--- src/rtl/adc_acquisition_sequencer.sv ---
// adc_acquisition_sequencer: configures the ADC, waits for settling, samples until a code is stable or the budget runs out
module adc_acquisition_sequencer #(
  parameter int DATA_W          = 16,
  parameter int SETTLE_CYCLES   = 1024,
  parameter int SAMPLE_INTERVAL = 256,
  parameter int STABLE_COUNT    = 4,
  parameter int MAX_SAMPLES     = 32
) (
  input  logic              clk,
  input  logic              reset,
  input  logic              start,
  input  logic              abort,
  input  logic              req_algorithm,
  input  logic [1:0]        req_format,
  input  logic [DATA_W-1:0] adc_outputs,
  output logic              algorithm_select,
  output logic [1:0]        bin_bcd_select,
  output logic              busy,
  output logic [DATA_W-1:0] result,
  output logic              result_timeout,
  output logic              result_valid,
  input  logic              result_ready
);
  localparam int WMAX = SETTLE_CYCLES > SAMPLE_INTERVAL ? SETTLE_CYCLES : SAMPLE_INTERVAL;
  localparam int WW = $clog2(WMAX + 1);
  localparam int SW = $clog2(MAX_SAMPLES + 1);
  localparam logic [WW-1:0] SETTLE_LAST = WW'(SETTLE_CYCLES - 1);
  localparam logic [WW-1:0] INTERVAL_LAST = WW'(SAMPLE_INTERVAL > 1 ? SAMPLE_INTERVAL - 2 : 0);
  localparam logic [SW-1:0] STABLE_N = SW'(STABLE_COUNT);
  localparam logic [SW-1:0] MAX_N = SW'(MAX_SAMPLES);
  typedef enum logic [2:0] {IDLE, SETTLE, SAMPLE, INTERVAL, DONE} state_t;
  state_t            r_state, w_state_next;
  logic              r_alg, r_timeout;
  logic [1:0]        r_fmt;
  logic [DATA_W-1:0] r_result, r_last;
  logic [WW-1:0]     r_wait;
  logic [SW-1:0]     r_sample_cnt, r_match_cnt, w_sample_next, w_match_next;
  logic              w_accept, w_stable;
  assign algorithm_select = r_alg;
  assign bin_bcd_select   = r_fmt;
  assign result           = r_result;
  assign result_timeout   = r_timeout;
  assign result_valid     = r_state == DONE;
  assign busy             = r_state != IDLE;
  // next state and sample qualification; abort overrides every transition
  always_comb begin
    w_accept      = r_state == IDLE && start && !abort;
    w_sample_next = r_sample_cnt + 1'b1;
    w_match_next  = (r_sample_cnt == '0 || adc_outputs != r_last) ? SW'(1) : r_match_cnt + 1'b1;
    w_stable      = w_match_next == STABLE_N;
    w_state_next  = r_state;
    case (r_state)
      IDLE:     w_state_next = w_accept ? SETTLE : IDLE;
      SETTLE:   w_state_next = r_wait == SETTLE_LAST ? SAMPLE : SETTLE;
      SAMPLE:   w_state_next = (w_stable || w_sample_next == MAX_N) ? DONE :
                               SAMPLE_INTERVAL == 1 ? SAMPLE : INTERVAL;
      INTERVAL: w_state_next = r_wait == INTERVAL_LAST ? SAMPLE : INTERVAL;
      DONE:     w_state_next = result_ready ? IDLE : DONE;
      default:  w_state_next = IDLE;
    endcase
    if (abort) w_state_next = IDLE;
  end
  // state register
  always_ff @(posedge clk) begin
    if (reset) r_state <= IDLE;
    else r_state <= w_state_next;
  end
  // configuration latch, wait/sample counters and result capture
  always_ff @(posedge clk) begin
    if (reset) begin
      r_alg        <= 1'b0;
      r_fmt        <= 2'b00;
      r_result     <= '0;
      r_timeout    <= 1'b0;
      r_last       <= '0;
      r_wait       <= '0;
      r_sample_cnt <= '0;
      r_match_cnt  <= '0;
    end else begin
      if (w_accept) begin
        r_alg        <= req_algorithm;
        r_fmt        <= req_format;
        r_sample_cnt <= '0;
        r_match_cnt  <= '0;
      end
      r_wait <= (w_state_next == r_state && (r_state == SETTLE || r_state == INTERVAL)) ? r_wait + 1'b1 : '0;
      if (r_state == SAMPLE && !abort) begin
        r_last       <= adc_outputs;
        r_sample_cnt <= w_sample_next;
        r_match_cnt  <= w_match_next;
      end
      if (r_state == SAMPLE && w_state_next == DONE) begin
        r_result  <= adc_outputs;
        r_timeout <= !w_stable;
      end
    end
  end
endmodule

--- config.mk ---
export PLATFORM = sky130hd
export DESIGN_NAME = adc_acquisition_sequencer
export DESIGN_NICKNAME = d
export VERILOG_FILES = /design/src/rtl/adc_acquisition_sequencer.sv
export SDC_FILE = /design/constraint.sdc
export NUM_CORES = 1
export LEC_CHECK = 0
export CORE_MARGIN = 2
export CORE_UTILIZATION = 55
export CTS_BUF_LIST = sky130_fd_sc_hd__clkbuf_2
export DETAILED_ROUTE_END_ITERATION = 8
export GPL_TIMING_DRIVEN = 0
export PLACE_DENSITY = 0.81
export SLEW_MARGIN = 25
export SYNTH_ARGS = -nofsm -noshare
export SYNTH_HDL_FRONTEND = slang
export SYNTH_SLANG_ARGS = --single-unit
--- constraint.sdc ---
create_clock -name clk -period 2.9 [get_ports clk]
set_input_delay 0.87 -clock clk [delete_from_list [all_inputs] [get_ports clk]]
set_output_delay 0.87 -clock clk [all_outputs]
set_load 0.03 [all_outputs]
==> flow_metrics.tcl, run 1 <==
set metrics [dict create \
    clock_path_buffers 2 \
    grt_start_max_net_pins 11 \
    cts_root_buf "clkbuf_2" \
    tightest_slew_ns 0.631 \
    cts_tree "done" \
    rrSetupSlack_ns 0.70 \
    met2_usage_pct 35.6 \
    pwr-share-comb_pct 7.2 \
    antenna_cells 0 \
    core-area_mm2 0.00517 \
    start_util_pct 57.4 \
    grt_pass1_wl_mm 10.6 \
    synth_edf_count 0 \
    dieArea_mm2 0.00600 \
    cts_hold_buffers 0 \
    vias 2521 \
    final_max_slew_viol_count 0 \
    dp_hpwl_mm 4.54 \
    status "finished, final reports clean" \
    clock.fmax_mhz 353 \
    clkSinkCount 62 \
    die_h_um 77.5 \
    grt_pass1_vias 2282 \
    grt_overflow_total 0 \
    critical_path_arrival_ns 1.96 \
    cp_slowest_cell "clkdlybuf4s50_1" \
    pre_cts_slack_ns -0.328 \
    synth_nets 371 \
    finalPower_w 0.00157 \
    syn_area_per_cell_um2 8.69 \
    startpoint_type "flip-flop" \
    p_seq_share_pct 54.6 \
    area_growth_pct 22.5 \
    wirelength_mm 6.35 \
    drtIter0Drc 92 \
    cts-buffers-inserted 9 \
    ctsHtreeMaxLevel 3 \
    grt_use_met1_pct 29.0 \
    cts_resized 0 \
    clkPwrFrac_pct 38.2 \
    die_x_um 77.5 \
    swShare_pct 23.3 \
    synth.distinct_cells 50 \
    rsz0062_at_grt "false" \
    clk_pin_slew_worst_paths_ns 0.16 \
    drv_cap 0 \
    drt-vias-per-instance 5.33 \
    powerDensity_mw_per_mm2 431 \
    routabilityCongestion 0.830 \
    finalCritPeriodShare_pct 97.6 \
    ys_seq_elements 62 \
    cp-end-kind "output port" \
    netlist_instances 342 \
    worstSetupPathType "reg2out" \
    ys.flop_type "dfxtp_1" \
    required_ns 2.03 \
    fin_nets 427 \
    power.internal_w 0.00120 \
    setup_ws_ns 0.0710 \
    antenna_found_initial 0 \
    ioPinCount 46 \
    fill_cells 408 \
    power_leakage_nw 1.25 \
    async_reset_ff_share_pct 0 \
    cts_setup_buffers 0 \
    clock_latency_ns 0.50 \
    rows 26 \
    busiest_layer "met2" \
    hp-class "reg2reg" \
    setup_violations 0 \
    relSlewSlack_pct 57.7 \
    wl_per_cell_um 13.4 \
    drcViolationCount 0 \
    portBuffers 45 \
    mappedNetlistArea_mm2 0.00297 \
    switching_power_w 0.000366 \
    slowest_delay_ns 0.74 \
    worstPathCellList "buf_6, nor3b_1, clkdlybuf4s50_1" \
    ys_seq_area_share_pct 41.8 \
    drt_pass1_iterations 5 \
    ir_drop_mv 0.287 \
    min_period_ns 2.83 \
    ys.warnings.count 0 \
    grt.met3_usage_pct 5.00 \
    ant_nets 0 \
    drive_gt1_share_pct 8.19 \
    finalHoldViolations 0 \
    clock_skew_ns 0.0295 \
    gr-usage-all-layers_pct 22.4 \
    path_max_fanout 8 \
]
==> final timing paths <==
check                                     to        from  depth (start not counted)
worst min register to register    result[15]  result[15]                          2
worst max register to register     result[5]   r_last[4]                          7
worst min-delay path              result[15]  result[15]                          2
worst max-delay path            result_valid  r_state[0]                          3
==> sequential cells by signal, summed over array words and instances, names as in the netlist <==
name              cells
r_state               3
result_timeout        1
bin_bcd_select        2
algorithm_select      1
r_last               16
r_wait               11
r_sample_cnt          6
r_match_cnt           6
result               16
==> stage by stage <==
stage               TNS (ns)  hold WS [ns]  area (um^2)  std cells  util, %
finish                     0         0.480         3640        473     70.3
CTS                        0         0.480         3640        473     70.3
detailed placement     -4.02         0.459         3510        457     67.8
floorplan                  0         0.441         2970        342        -
global route               0         0.495         3640        473     70.3
global placement       -3.65         0.454         3510        457     67.8
==> final cells by class <==
class                           instances  area (um^2)  area share (%)
Inverter                                4         15.0           0.413
Buffer                                 19          106            2.92
Tap cell                               70         87.6            2.41
Clock buffer                           11         55.1            1.51
Multi-Input combinational cell        257         1610            44.2
Clock inverter                          5         73.8            2.03
Sequential cell                        62         1240            34.1
Timing Repair Buffer                   45          450            12.4
==> cell usage after synthesis (4+ instances only) <==
library cell,n,area [um^2]
a21oi_1,27,135
a31oi_1,4,25.0
and2_1,5,31.3
and3_1,4,25.0
buf_6,4,45.0
clkbuf_1,13,48.8
dfxtp_1,62,1240
ha_1,5,62.6
inv_1,4,15.0
mux2i_1,19,190
nand2_1,46,173
nand2b_1,33,206
nand3_1,9,45.0
nand4_1,7,43.8
nor2_1,30,113
o2111ai_1,4,35.0
xnor2_1,15,131
xor2_1,11,96.3
==> cells by family after synthesis <==
logic type / share of synthesized area, %
XOR/XNOR: 7.67
multiplexers: 6.40
AO/OA/AOI/OAI: 10.8
AND/OR/NAND/NOR: 27.2
buffers and inverters: 4.09
adder cells (fa/ha/maj): 2.11
flip-flops: 41.8
==> cells in the final DEF (no fill, tap or decap), types with 2 or more instances in the layout <==
cell             instances
a21oi_1                 27
nand4_1                  7
clkbuf_1                13
nor3b_1                  2
xor2_1                  11
nor3_2                   2
nand3_1                  9
nor4_1                   2
inv_1                    4
bufinv_16                2
xnor2_1                 15
nor2_1                  30
nand2b_1                33
clkdlybuf4s50_1         45
ha_1                     5
nor2b_1                  2
a31oi_1                  4
buf_6                    4
o2111ai_1                4
dfxtp_1                 62
and2_1                   5
nand2_1                 46
and3_1                   4
clkbuf_2                11
clkinv_2                 2
or3_1                    2
nor3_1                   3
o21ai_1                  2
mux2i_1                 19
==> metal layers <==
| metal | part of all wire, % | vias up |
|---|---|---|
| met2 | 47 | 55 |
| met4 | 1.8 | 0 |
| li1 | - | 1278 |
| met3 | 5.1 | 13 |
| met1 | 46 | 1175 |
| met5 | 0 | - |
==> power by group through the flow <==
| stage | combinational (W) | clock, W | sequential, W |
|---|---|---|---|
| floorplan | 0.0000496 | 0 | 0.000879 |
| global placement | 0.000112 | 0 | 0.000875 |
| detailed placement | 0.000113 | 0 | 0.000875 |
| CTS | 0.000114 | 0.000607 | 0.000857 |
| global route | 0.000122 | 0.000644 | 0.000858 |
| finish | 0.000113 | 0.000599 | 0.000857 |
==> critical path, delay by kind of cell, from the launching register on <==
kind                   cells  cell delay (ns)
and+or+nand+nor            1             0.28
DFF                        1             0.34
buffers and inverters      2             0.87
Note: power is estimated with default switching activity, not from simulation.
==> run 2: changes to the inputs <==
--- a/config.mk
+++ b/config.mk
@@ -7,2 +7,3 @@
 export LEC_CHECK = 0
+export CORE_ASPECT_RATIO = 0.7
 export CORE_MARGIN = 2
@@ -10,2 +11,3 @@
 export CTS_BUF_LIST = sky130_fd_sc_hd__clkbuf_2
+export CTS_CLUSTER_DIAMETER = 50
 export DETAILED_ROUTE_END_ITERATION = 8
==> constraint.sdc (replaced) <==
create_clock -name clk -period 2.9 [get_ports clk]
set_input_delay 0.435 -clock clk [delete_from_list [all_inputs] [get_ports clk]]
set_output_delay 0.435 -clock clk [all_outputs]
set_load 0.03 [all_outputs]
==> run 2 against run 1 <==
Net effect:
- critical path depth unchanged
- routed wire length up 0.61%
- combinational power about the same
- hold slack worse by 0.0022 ns
==> flow_metrics.tcl, run 2 (synthesis gave the netlist of run 1 again) <==
set metrics [dict create \
    status "finished, final reports clean" \
    power_leakage_nw 1.21 \
    drcViolationCount 0 \
    cts_hold_buffers 0 \
    start_util_pct 56.8 \
    hp-class "reg2reg" \
    wl_per_cell_um 13.5 \
    finalHoldViolations 0 \
    fin_nets 427 \
    pre_cts_slack_ns 0.136 \
    finalCritPeriodShare_pct 79.5 \
    ctsHtreeMaxLevel 3 \
    pwr-share-comb_pct 8.3 \
    antenna_cells 0 \
    grt_pass1_wl_mm 10.8 \
    dieArea_mm2 0.00601 \
    startpoint_type "flip-flop" \
    tightest_slew_ns 0.598 \
    drv_cap 0 \
    setup_ws_ns 0.593 \
    clock_skew_ns 0.0176 \
    cts_tree "done" \
    dr.max_layer_used "met4" \
    grt_start_max_net_pins 11 \
    final_cell_mix "62 x dfxtp_1, 46 x nand2_1, 45 x clkdlybuf4s50_1" \
    routabilityCongestion 0.801 \
    clock_path_buffers 2 \
    clkPwrFrac_pct 29.4 \
    crit_family "buffers and inverters" \
    min_period_ns 2.31 \
    critical_path_arrival_ns 1.87 \
    die_x_um 91.8 \
    cts_setup_buffers 0 \
    worstSetupPathType "reg2out" \
    gr-usage-all-layers_pct 22.9 \
    dr_wl_met2_mm 2.73 \
    switching_power_w 0.000363 \
    setup_violations 0 \
    power.internal_w 0.00101 \
    rsz0062_at_grt "false" \
    clk_pin_slew_worst_paths_ns 0.16 \
    die_h_um 65.5 \
    cts-buffers-inserted 9 \
    routed-wl-met3_um 389 \
    path_max_fanout 8 \
    mostFrequentLayoutCell "dfxtp_1" \
    wirelength_mm 6.39 \
    area_growth_pct 20.7 \
    slowest_delay_ns 0.71 \
    cts_root_buf "clkbuf_2" \
    p_seq_share_pct 62.3 \
    cp_num_buf_inv 2 \
    cp_slowest_cell "clkdlybuf4s50_1" \
    ioPinCount 46 \
    grt_pass1_vias 2311 \
    drt_pass1_iterations 4 \
    powerDensity_mw_per_mm2 384 \
    ant_nets 0 \
    drt-vias-per-instance 5.32 \
    ir_drop_mv 0.275 \
    antenna_found_initial 0 \
    final_max_slew_viol_count 0 \
    clkSinkCount 62 \
    cp-end-kind "output port" \
    relSlewSlack_pct 59.9 \
    clock_latency_ns 0.47 \
    vias 2515 \
    rows 22 \
    core-area_mm2 0.00523 \
    drtIter0Drc 154 \
    worstPathCellList "buf_6, nor3b_1, clkdlybuf4s50_1" \
    drive_gt1_share_pct 7.73 \
    setup_tns_ns 0 \
    m1WireLength_mm 3.20 \
    dp_hpwl_mm 4.67 \
    grt_overflow_total 0 \
    swShare_pct 26.4 \
    portBuffers 45 \
    cts_resized 0 \
    required_ns 2.47 \
    clock.fmax_mhz 434 \
]
==> run 2: through the flow <==
stage / cell area, um^2 / std cells / hold WS [ns] / util (%) / total power (W)
detailed placement: 3510 / 459 / 0.458 / 67.1 / 0.000989
CTS: 3580 / 473 / 0.479 / 68.5 / 0.00138
global placement: 3510 / 459 / 0.453 / 67.1 / 0.000988
floorplan: 2970 / 342 / 0.441 / - / 0.000929
finish: 3580 / 473 / 0.478 / 68.5 / 0.00138
global route: 3580 / 473 / 0.497 / 68.5 / 0.00143
==> run 2: area by class of cell <==
class	instances	area [um^2]
buffer	19	106
clock buffer	9	45.0
clock inverter	5	28.8
fill	444	1650
inverter	4	15.0
multi-input combinational	257	1610
sequential	62	1240
tap	72	90.1
timing repair buffer	45	450
==> run 2: routing by layer <==
layer	vias to the layer above	track usage, %
met1	1164	32.0
met2	68	34.7
met5	-	0
met3	8	5.85
met4	0	7.46
li1	1275	-
==> run 2: path summary, 6_finish.rpt <==
check | from | end | slack [ns] | depth (start not counted)
max reg2reg | r_last[9] | result[10] | 0.74 | 7
max | r_state[0] | result_valid | 0.59 | 3
min | r_last[12] | r_last[12] | 0.48 | 2
min reg2reg | r_last[12] | r_last[12] | 0.48 | 2
==> run 2: power groups by stage <==
stage	Sequential, W	Clock [W]	Combinational (W)
2_1_floorplan	0.000879	0	0.0000496
3_3_place_gp	0.000875	0	0.000113
3_5_place_dp	0.000875	0	0.000114
4_1_cts	0.000857	0.000410	0.000115
5_1_grt	0.000858	0.000445	0.000124
6_report	0.000857	0.000404	0.000114
==> run 2: worst min-delay path, delay by kind of cell, from the launching register on <==
family	cells	cell delay, ns
AOI/OAI and AO/OA	1	0.05
DFF	1	0.35
and+or+nand+nor	1	0.05
